$ cat src/rtl/count_mon_pkg.sv
// ============================================================================
// Module   : count_mon_pkg
// Purpose  : Shared widths, reset values and FSM state type for the monitor.
// Revision : 1.0
// ============================================================================
`default_nettype none

package count_mon_pkg;

    localparam int             CNT_W   = 4;
    localparam logic [CNT_W-1:0] CNT_MAX = 4'd15;
    localparam logic [CNT_W-1:0] CMP_RST = 4'd8;

    typedef enum logic [1:0] {
        ST_IDLE    = 2'd0,
        ST_ARMED   = 2'd1,
        ST_PENDING = 2'd2
    } mon_state_e;

endpackage

`default_nettype wire

$ cat src/rtl/cnt_wrap_detect.sv
// ============================================================================
// Module   : cnt_wrap_detect
// Purpose  : Registers the previous count and flags 15->0 wraps and changes.
// Revision : 1.0
// ============================================================================
`default_nettype none

module cnt_wrap_detect
    import count_mon_pkg::*;
(
    input  logic             clk,
    input  logic             rst,
    input  logic [CNT_W-1:0] cnt_i,
    output logic             wrap_o,
    output logic             chg_o
);

    logic [CNT_W-1:0] cnt_prev_q;

    always_ff @(posedge clk) begin
        if (rst) begin
            cnt_prev_q <= '0;
        end else begin
            cnt_prev_q <= cnt_i;
        end
    end

    assign wrap_o = (cnt_prev_q == CNT_MAX) && (cnt_i == '0);
    assign chg_o  = (cnt_i != cnt_prev_q);

endmodule

`default_nettype wire

$ cat src/rtl/count_event_monitor.sv
// ============================================================================
// Module   : count_event_monitor
// Purpose  : Wrap/compare event monitor for a 4-bit counter with capture FSM.
//            Optional PWM output when COUNT_EVENT_MONITOR_PWM_EN is defined.
// Revision : 1.0
// ============================================================================
`default_nettype none

module count_event_monitor
    import count_mon_pkg::*;
#(
    parameter int WRAP_W = 8
) (
    input  logic              clk,
    input  logic              rst,
    input  logic [CNT_W-1:0]  cnt_in,
    input  logic [CNT_W-1:0]  cmp_in,
    input  logic              cmp_load,
    input  logic              arm,
    input  logic              evt_ack,
    output logic              wrap_pulse,
    output logic              match_pulse,
    output logic [WRAP_W-1:0] wrap_cnt,
    output logic              evt_valid,
    output logic [WRAP_W-1:0] evt_wrap,
    output logic              evt_ovr,
    output logic              pwm_out
);

    logic              wrap_det;
    logic              chg_det;
    logic              match_det;
    logic [CNT_W-1:0]  cmp_q,      cmp_d;
    logic [WRAP_W-1:0] wrap_cnt_q, wrap_cnt_d;
    logic              wrap_pulse_q;
    logic              match_pulse_q;
    mon_state_e        state_q;
    logic              evt_valid_q;
    logic [WRAP_W-1:0] evt_wrap_q;
    logic              evt_ovr_q;

    cnt_wrap_detect u_det (
        .clk    (clk),
        .rst    (rst),
        .cnt_i  (cnt_in),
        .wrap_o (wrap_det),
        .chg_o  (chg_det)
    );

    // A stalled counter holds its value, so requiring a change blocks re-triggers.
    assign match_det  = chg_det && (cnt_in == cmp_q);
    assign cmp_d      = cmp_load ? cmp_in : cmp_q;
    assign wrap_cnt_d = (wrap_det && (wrap_cnt_q != {WRAP_W{1'b1}}))
                        ? wrap_cnt_q + WRAP_W'(1) : wrap_cnt_q;

    always_ff @(posedge clk) begin
        if (rst) begin
            cmp_q         <= CMP_RST;
            wrap_cnt_q    <= '0;
            wrap_pulse_q  <= 1'b0;
            match_pulse_q <= 1'b0;
        end else begin
            cmp_q         <= cmp_d;
            wrap_cnt_q    <= wrap_cnt_d;
            wrap_pulse_q  <= wrap_det;
            match_pulse_q <= match_det;
        end
    end

    always_ff @(posedge clk) begin
        if (rst) begin
            state_q     <= ST_IDLE;
            evt_valid_q <= 1'b0;
            evt_wrap_q  <= '0;
            evt_ovr_q   <= 1'b0;
        end else begin
            case (state_q)
                ST_IDLE: begin
                    if (arm) begin
                        state_q <= ST_ARMED;
                    end
                end
                ST_ARMED: begin
                    if (match_det) begin
                        state_q     <= ST_PENDING;
                        evt_valid_q <= 1'b1;
                        // Post-increment value so a coincident wrap is included.
                        evt_wrap_q  <= wrap_cnt_d;
                    end
                end
                ST_PENDING: begin
                    if (evt_ack) begin
                        state_q     <= arm ? ST_ARMED : ST_IDLE;
                        evt_valid_q <= 1'b0;
                        evt_ovr_q   <= 1'b0;
                    end else if (match_det) begin
                        evt_ovr_q   <= 1'b1;
                    end
                end
                default: begin
                    state_q     <= ST_IDLE;
                    evt_valid_q <= 1'b0;
                    evt_ovr_q   <= 1'b0;
                end
            endcase
        end
    end

`ifdef COUNT_EVENT_MONITOR_PWM_EN
    logic pwm_q;

    always_ff @(posedge clk) begin
        if (rst) begin
            pwm_q <= 1'b0;
        end else begin
            pwm_q <= (cnt_in < cmp_q);
        end
    end

    assign pwm_out = pwm_q;
`else
    assign pwm_out = 1'b0;
`endif

    assign wrap_pulse  = wrap_pulse_q;
    assign match_pulse = match_pulse_q;
    assign wrap_cnt    = wrap_cnt_q;
    assign evt_valid   = evt_valid_q;
    assign evt_wrap    = evt_wrap_q;
    assign evt_ovr     = evt_ovr_q;

endmodule

`default_nettype wire

$ cat config.mk
export PLATFORM = sky130hd
export DESIGN_NAME = count_event_monitor
export DESIGN_NICKNAME = d
export VERILOG_FILES = /design/src/rtl/count_mon_pkg.sv /design/src/rtl/cnt_wrap_detect.sv /design/src/rtl/count_event_monitor.sv
export SDC_FILE = /design/constraint.sdc
export NUM_CORES = 1
export LEC_CHECK = 0
export CORE_UTILIZATION = 40
export DETAILED_ROUTE_END_ITERATION = 8
export PLACE_DENSITY_LB_ADDON = 0.15
export SKIP_CTS_REPAIR_TIMING = 1
export SLEW_MARGIN = 20
export SYNTH_ARGS = -nofsm -noshare
export SYNTH_HDL_FRONTEND = slang
export SYNTH_SLANG_ARGS = --single-unit
$ cat constraint.sdc
create_clock -name clk -period 2 [get_ports clk]
set_input_delay 0.5 -clock clk [delete_from_list [all_inputs] [get_ports clk]]
set_output_delay 0.5 -clock clk [all_outputs]
set_load 0.005 [all_outputs]
==> results.yml, run 1 <==
cts:
  clk_latency_ns: 0.33
  clock_tree.htree_level_count: 2
  clk_transition_reported_paths_ns: 0.09
  tritoncts: "done"
  cts_made_buffers: 5
  clock_tree.buffer_depth: 2
  cts_root_buffer: "clkbuf_4"
  cts_num_sinks: 30
yosys:
  synth.yosys.seq_area_share: 0.488
  synth_top_family_by_area: "simple AND/OR/NAND/NOR gates"
  syn_area_um2: 1230
  ys_dominant_reg_cell: "dfxtp_1"
  number_of_warning_messages_in_the_yosys_log: 0
  synth_cell_type_count: 33
  synth-async-reset-ratio: 0
  fraction_of_the_mapped_netlist_area_in_simple_logic_gates: 0.232
  synth_compound_gate_area_share: 0.0997
  mappedNetlistNets: 148
  yosys.area_share.adder: 0.0102
  muxShareOfSynthArea: 0.0498
  synth_edf_count: 0
  synthCells: 134
  synthXorXnorAreaFrac: 0.0926
  synthesis.area_per_instance_um2: 9.18
  postSynthRegisterBits: 30
drt:
  first_iter_violations: 22
  antenna_violating_nets_post_route: 0
  drc: 2
  vias_per_cell: 5.16
  route.detailed.wl_per_inst_um: 12.6
  postRouteWirelength_um: 2680
  num_vias: 1094
  firstDrtPassIters: 6
final_layout:
  num-fill-cells: 263
  final_layout_size_suffix_gt1_frac: 0.160
  n_antenna_cell: 0
  final_util: 0.627
  finalNonFillerCells: 212
  layout-area-overhead-vs-synth_pct: 44.3
  nNetsFinal: 194
worst_setup_path:
  timing.critical_path.arrival_ns: 2.22
  kind_of_end_point_of_the_critical_path: "flop"
  criticalPathCategory: "input port to flop"
  crit_path_cell_trace: "dlymetal6s2s_1 > or4_4 > or2_1 > or4_4 > a311oi_2"
  cp-start-kind: "input port"
  critical-path-slowest-cell: "or4_4"
  critPathMaxStageDelay_ns: 0.57
  worst-path-max-fanout: 4
  cp_dominant_cell_by_count: "or4_4"
  critical_path_required_ns: 2.25
floorplan:
  die_area_um2: 3300
  floorplan.initialDensity: 0.435
  die_height_um: 57.5
  design.portCount: 34
  die-width_um: 57.5
  fp-row-count: 19
  core_area_um2: 2830
pwr:
  power_density_nw_per_um2: 627
  maximum_vdd_drop_mv: 0.398
  leakage_nw: 0.744
place:
  globalplace.congestion: 0.797
  io_buffers: 32
  placedCellCount: 203
  dp_hpwl_um: 1830
timing:
  timing.clock.skew_ns: 0.0118
  hold_violations: 0
  final-max-slew-violation-count: 0
  setup_total_negative_slack_ns: 0
  grt_setup_unrepaired: "no"
  max_freq_ghz: 0.507
  finalSetupViolCount: 0
  final.min_clock_period_ns: 1.97
  finalCritPeriodShare: 0.986
flow_run:
  maxCapViolCount: 0
global_route:
  pin_count_of_the_biggest_net_entering_global_routing: 21
  grt_antenna_before_repair: 0
  grt_pass1_wl_um: 4450
  grt-ovfl-total: 0
  groute.usage.overall: 0.180
  grt_pass1_vias: 1068
run_status:
  outcome: "finished with violations"
  failed_checks: "DRC"
hold_path:
  hold_class: "flop to flop"
stage by stage:
step	hold WS [ns]	total power (W)	setup WS, ns	cell area, µm²
after global placement	0.457	0.000746	-0.516	1660
final	0.496	0.00111	0.0271	1770
after CTS	0.499	0.00112	-0.197	1720
after floorplan	0.460	0.000690	0.0110	1230
after detailed placement	0.462	0.000748	-0.550	1660
after global routing	0.507	0.00116	0.0186	1770
Yosys cell counts, types with 4 or more instances:
library cell  instances  area (µm²)
nand3_1               5        25.0
clkbuf_1              5        18.8
o21ai_0               6        30.0
xor2_1                9        78.8
and2_1                4        25.0
a21oi_1               9        45.0
xnor2_1               4        35.0
nor2_1               19        71.3
nand2_1               5        18.8
nor2b_1               4        25.0
dfxtp_1              30         601
mux2i_1               5        50.1
cells by family after synthesis:
family / Yosys count
AOI/OAI and AO/OA: 21
xor gates and xnor gates: 13
adders and majority gates: 1
buffers and inverters: 7
DFF: 30
muxes: 6
other: 1
and+or+nand+nor: 55
flip-flops by register name, indices dropped and copies added (netlist names):
name / count
evt_wrap: 8
evt_valid: 1
match_pulse: 1
wrap_pulse: 1
state_q: 2
wrap_cnt: 8
u_det.cnt_prev_q: 4
cmp_q: 4
evt_ovr: 1
where the power goes:
| group | internal (W) | total (W) | switching (W) |
|---|---|---|---|
| combinational | 0.0000639 | 0.000112 | 0.0000477 |
| sequential | 0.000614 | 0.000627 | 0.0000128 |
| clock | 0.000170 | 0.000375 | 0.000205 |
| total | 0.000848 | 0.00111 | 0.000265 |
cell type report:
type                       instances  area [µm²]  area share
sequential                        30         601       0.339
tap                               31        38.8      0.0219
timing repair buffer              45         428       0.241
inverter                           1        3.75     0.00212
multi-input combinational         97         643       0.362
clock inverter                     1        5.00     0.00282
clock buffer                       7        55.1      0.0310
critical path: cells and delay by family:
family / cells / cell delay, ns
simple gates: 3 / 1.30
buf+inv: 1 / 0.17
compound gates: 1 / 0.26
cell usage in the layout (no fill, tap or decap), types with 2 or more instances in the layout:
cell and n:
dfxtp_1 30, xor2_1 8, nor2_1 19, and2_1 4
nand2b_1 2, xnor2_1 4, nor3_1 3, nand2_1 5
o31ai_1 2, and3_1 3, clkbuf_4 5, nand3_1 5
clkdlybuf4s50_1 28, a21oi_1 9, o21ai_0 6, nor2b_1 4
mux2i_1 5, or4_4 2, nand4_1 2, buf_4 13
dlymetal6s2s_1 4
worst paths after layout:
| path | start | to | slack [ns] | depth (start not counted) |
|---|---|---|---|---|
| setup reg to reg | wrap_cnt[0]$_SDFF_PP0_ | wrap_cnt[1]$_SDFF_PP0_ | 0.23 | 6 |
| hold reg to reg | evt_ovr$_SDFFE_PP0P_ | evt_ovr$_SDFFE_PP0P_ | 0.50 | 2 |
| setup / recovery | cnt_in[1] | evt_wrap[4]$_SDFFE_PP0P_ | 0.03 | 5 |
| hold / removal | evt_ovr$_SDFFE_PP0P_ | evt_ovr$_SDFFE_PP0P_ | 0.50 | 2 |
layer usage:
layer	up-vias	wire length, µm	global-route usage
li1	552	-	-
met1	509	1240	0.213
met2	28	1260	0.292
met3	5	138	0.0635
met4	0	46	0.0836
met5	-	0	0
Note: power is estimated with default switching activity, not from simulation.
==> inputs of run 2 (changes only) <==
CORE_MARGIN = 4   (was not set)
==> run 2 against run 1 <==
The flow now finishes without violations. Critical path type unchanged. Largest cell class unchanged. Hold slack got worse by 0.014 ns. Via count fell by 1.1%. Cell count did not move. Sequential cell count did not move. Critical endpoint unchanged. Maximum frequency rose by 6.8%. Power rose by 9.1%. Design area did not move.
==> results.yml, run 2 (synthesized netlist as in run 1, its figures left out) <==
global_route:
  grt-ovfl-total: 0
  grt_pass1_wl_um: 4650
  pin_count_of_the_biggest_net_entering_global_routing: 16
  grt_pass1_vias: 1073
  groute.usage.overall: 0.149
  grt_antenna_before_repair: 0
timing:
  finalCritPeriodShare: 0.923
  max_freq_ghz: 0.542
  timing.clock.skew_ns: 0.00960
  finalSetupViolCount: 0
  final.min_clock_period_ns: 1.85
  final-max-slew-violation-count: 0
  final_worst_path_setup_slack_ns: 0.153
  grt_setup_unrepaired: "no"
  hold_violations: 0
place:
  placedInstanceArea_um2: 1670
  io_buffers: 32
  dp_slack_ns: -0.466
  globalplace.congestion: 0.790
  placedCellCount: 204
  dp_hpwl_um: 2010
pwr:
  power_density_nw_per_um2: 685
  report.power.total_w: 0.00121
  switching_share: 0.228
  share_comb_of_total_power: 0.092
  power.net_switching_w: 0.000277
  maximum_vdd_drop_mv: 0.409
  share_seq_of_total_power: 0.516
  power_report.internal_total_w: 0.000938
  p_clk_frac: 0.392
  leakage_nw: 0.739
cts:
  clock_tree.buffer_depth: 2
  cts_root_buffer: "clkbuf_4"
  clk_latency_ns: 0.34
  cts_made_buffers: 5
  clk_transition_reported_paths_ns: 0.09
  tritoncts: "done"
  cts_num_sinks: 30
  clock_tree.htree_level_count: 2
final_layout:
  layout-area-overhead-vs-synth_pct: 44.3
  register_area_um2: 601
  n_antenna_cell: 0
  most-common-layout-cells: "30 x dfxtp_1, 28 x clkdlybuf4s50_1, 19 x nor2_1"
  nNetsFinal: 194
  multi_input_comb_area_um2: 626
  layout.cells.most_common: "dfxtp_1"
  num-fill-cells: 248
  finalNonFillerCells: 212
  final_layout_size_suffix_gt1_frac: 0.160
  finish.instance_area_um2: 1770
  final_util: 0.622
worst_setup_path:
  rr_worst_depth: 6
  critPathMaxStageDelay_ns: 0.56
  criticalPathCategory: "input port to flop"
  critical-path-slowest-cell: "or4_4"
  cp_dominant_cell_by_count: "or4_4"
  worstReg2RegEnd: "wrap_cnt[1]$_SDFF_PP0_"
  critical_path.reg2reg.startpoint: "wrap_cnt[0]$_SDFF_PP0_"
  timing.critical_path.arrival_ns: 2.10
  crit_path_cell_trace: "dlymetal6s2s_1 > or4_4 > or2_1 > or4_4 > a311oi_2"
  critical_path_required_ns: 2.26
  reg2reg_setup_slack_ns: 0.25
  kind_of_end_point_of_the_critical_path: "flop"
  cp-start-kind: "input port"
  worst-path-max-fanout: 3
drt:
  num_vias: 1082
  antenna_violating_nets_post_route: 0
  postRouteWirelength_um: 2770
  drc: 0
  first_iter_violations: 36
  vias_per_cell: 5.10
  firstDrtPassIters: 4
  route.detailed.wl_per_inst_um: 13.1
floorplan:
  core_area_um2: 2850
  die-width_um: 63.5
  die_area_um2: 4030
  fp-row-count: 19
  floorplan.initialDensity: 0.431
  design.portCount: 34
  die_height_um: 63.5
run_status:
  outcome: "completed"
hold_path:
  hold_path.startpoint: "evt_ovr$_SDFFE_PP0P_"
  hold_class: "flop to flop"
  min_delay_path_depth: 2
  hold_path_end: "evt_ovr$_SDFFE_PP0P_"
flow_run:
  maxCapViolCount: 0
[run 2: cell count changes in the layout (fill, tap and decap cells not counted)]
cell / change
bufinv_16: +1
clkbuf_1: -1
clkbuf_8: -1
clkinv_2: +1
nor4_1: +1
nor4_4: -1
o31ai_1: -1
o31ai_2: +1
xor2_1: +1
xor2_2: -1
[run 2: area by class of cell]
type / count / area share
Multi-Input combinational cell: 97 / 0.353
Sequential cell: 30 / 0.339
Timing Repair Buffer: 45 / 0.241
Clock inverter: 3 / 0.0226
Tap cell: 31 / 0.0219
Clock buffer: 5 / 0.0212
Inverter: 1 / 0.00212
[run 2: worst max path at each step]
stage                                 from                        to  slack [ns]  depth (start not counted)
floorplan                        cnt_in[1]    wrap_cnt[1]$_SDFF_PP0_        0.01                          4
global placement                 cnt_in[1]  evt_wrap[4]$_SDFFE_PP0P_       -0.44                          5
detailed placement               cnt_in[1]  evt_wrap[4]$_SDFFE_PP0P_       -0.47                          5
CTS                              cnt_in[1]  evt_wrap[4]$_SDFFE_PP0P_       -0.12                          5
global route        wrap_cnt[0]$_SDFF_PP0_  evt_wrap[0]$_SDFFE_PP0P_        0.09                          8
finish                           cnt_in[3]  evt_wrap[4]$_SDFFE_PP0P_        0.15                          5
[run 2: stage by stage]
step | hold slack, ns | setup TNS (ns)
floorplan | 0.460 | 0
global placement | 0.458 | -6.30
detailed placement | 0.466 | -6.63
CTS | 0.493 | -0.466
global route | 0.498 | 0
finish | 0.482 | 0
[run 2: power by group through the flow]
stage / Sequential, W / Combinational (W) / Clock [W]
floorplan: 0.000638 / 0.0000520 / 0
global placement: 0.000639 / 0.000109 / 0
detailed placement: 0.000640 / 0.000111 / 0
CTS: 0.000626 / 0.000112 / 0.000486
global route: 0.000629 / 0.000125 / 0.000520
finish: 0.000626 / 0.000112 / 0.000476
[run 2: per-layer routing]
layer	GRT usage	vias to the layer above	part of all wire
li1	-	553	-
met1	0.169	500	0.47
met2	0.243	23	0.47
met3	0.0657	6	0.048
met4	0.0620	0	0.016
met5	0	-	0
[run 2: worst max-delay path: cells and delay by family]
kind | cells | cell delay (ns)
compound gates | 1 | 0.25
buf+inv | 1 | 0.13
simple gates | 3 | 1.22
==> inputs of run 3 (changes only) <==
REMOVE_ABC_BUFFERS = 1   (was not set)
==> run 3 against run 2 <==
Sequential power hardly changed. Via count is 2.4% lower. Cell count is 0.47% higher. Utilization is 0.66 points lower. Clock skew is 0.0052 ns lower. First-iteration DRC count is 14% lower. Non-clock buffer count is 1 higher. Critical endpoint unchanged. Largest cell class unchanged. Largest power group unchanged.
==> results.yml, run 3 (synthesized netlist as in run 1, its figures left out) <==
global_route:
  busiest_layer: "met2"
  globalRouteMet2Util: 0.220
  pin_count_of_the_biggest_net_entering_global_routing: 13
  grt_pass1_vias: 1008
  groute.layer.met1.usage: 0.197
  global_route_met3_usage: 0.0462
  grt_pass1_wl_um: 4660
  grt_antenna_before_repair: 0
  grt-ovfl-total: 0
  groute.usage.overall: 0.147
worst_setup_path:
  worst-path-max-fanout: 3
  critical_path_required_ns: 2.23
  reg2reg_setup_slack_ns: 0.26
  crit_start: "cnt_in[0]"
  cp-start-kind: "input port"
  criticalPathCategory: "input port to flop"
  worstReg2RegEnd: "evt_wrap[0]$_SDFFE_PP0P_"
  kind_of_end_point_of_the_critical_path: "flop"
  critical_path.reg2reg.startpoint: "wrap_cnt[0]$_SDFF_PP0_"
  rr_worst_depth: 8
  worst_setup_path_endpoint: "evt_wrap[4]$_SDFFE_PP0P_"
  timing.critical_path.arrival_ns: 2.19
floorplan:
  floorplan.initialDensity: 0.431
  fp-row-count: 19
  die-width_um: 63.5
  die_height_um: 63.5
  die_area_um2: 4030
  core_area_um2: 2850
  design.portCount: 34
place:
  io_buffers: 32
  globalplace.congestion: 0.772
  placedCellCount: 205
  dp_hpwl_um: 2040
cts:
  clock_tree.buffer_depth: 2
  clk_latency_ns: 0.32
  cts_num_sinks: 30
  cts_root_buffer: "clkbuf_4"
  clk_transition_reported_paths_ns: 0.09
  tritoncts: "done"
  clock_tree.htree_level_count: 2
  cts_made_buffers: 5
final_layout:
  final_util: 0.615
  nNetsFinal: 195
  most-common-layout-cells: "30 x dfxtp_1, 28 x clkdlybuf4s50_1, 19 x nor2_1"
  layout.cells.most_common: "dfxtp_1"
  layout-area-overhead-vs-synth_pct: 42.7
  n_antenna_cell: 0
  final_layout_size_suffix_gt1_frac: 0.154
  finalNonFillerCells: 213
pwr:
  power_density_nw_per_um2: 636
  leakage_nw: 0.735
  maximum_vdd_drop_mv: 0.416
flow_run:
  maxCapViolCount: 0
timing:
  grt_setup_unrepaired: "no"
  max_freq_ghz: 0.512
  timing.clock.skew_ns: 0.00441
  final.min_clock_period_ns: 1.95
  final-max-slew-violation-count: 0
  finalSetupViolCount: 0
  hold_violations: 0
  finalCritPeriodShare: 0.977
drt:
  first_iter_violations: 31
  postRouteWirelength_um: 2700
  drc: 0
  vias_per_cell: 4.96
  num_vias: 1056
  firstDrtPassIters: 3
  antenna_violating_nets_post_route: 0
  route.detailed.wl_per_inst_um: 12.7
hold_path:
  hold_class: "flop to flop"
run_status:
  outcome: "completed"
[run 3: metal layers]
layer / wire (µm) / part of all wire
met1: 1290 / 0.48
met3: 134 / 0.050
met4: 31 / 0.011
met2: 1250 / 0.46
met5: 0 / 0
[run 3: worst min path at each step]
stage                               startpoint                    to  slack, ns  depth (start not counted)
final                     evt_ovr$_SDFFE_PP0P_  evt_ovr$_SDFFE_PP0P_       0.48                          2
after global routing      evt_ovr$_SDFFE_PP0P_  evt_ovr$_SDFFE_PP0P_       0.54                          2
after CTS                 evt_ovr$_SDFFE_PP0P_  evt_ovr$_SDFFE_PP0P_       0.49                          2
after detailed placement  evt_ovr$_SDFFE_PP0P_  evt_ovr$_SDFFE_PP0P_       0.46                          2
after global placement    evt_ovr$_SDFFE_PP0P_  evt_ovr$_SDFFE_PP0P_       0.45                          2
after floorplan           evt_ovr$_SDFFE_PP0P_  evt_ovr$_SDFFE_PP0P_       0.46                          2
[run 3: stage by stage]
| step | TNS (ns) | area (µm²) | worst slack, ns | hold WS, ns | power, W |
|---|---|---|---|---|---|
| final | 0 | 1760 | 0.0459 | 0.479 | 0.00112 |
| after global routing | 0 | 1760 | 0.0150 | 0.542 | 0.00117 |
| after CTS | -1.67 | 1730 | -0.279 | 0.489 | 0.00113 |
| after detailed placement | -7.92 | 1670 | -0.607 | 0.461 | 0.000754 |
| after global placement | -7.74 | 1670 | -0.560 | 0.455 | 0.000751 |
| after floorplan | -0.885 | 1200 | -0.181 | 0.460 | 0.000681 |
[run 3: where the power goes]
group	switching [W]	internal (W)
sequential	0.0000121	0.000614
clock	0.000207	0.000170
combinational	0.0000467	0.0000666
[run 3: worst max-delay path: stages]
cell	delay, ns
dlymetal6s2s_1	0.13
or4_4	0.56
or2_4	0.27
or4_4	0.51
a311oi_1	0.21
[run 3: final cells by class]
cell class,count,area (µm²)
Fill cell,269,1100
Multi-Input combinational cell,97,617
Sequential cell,30,601
Timing Repair Buffer,46,435
Clock buffer,7,55.1
Tap cell,31,38.8
Clock inverter,1,5.00
Inverter,1,3.75
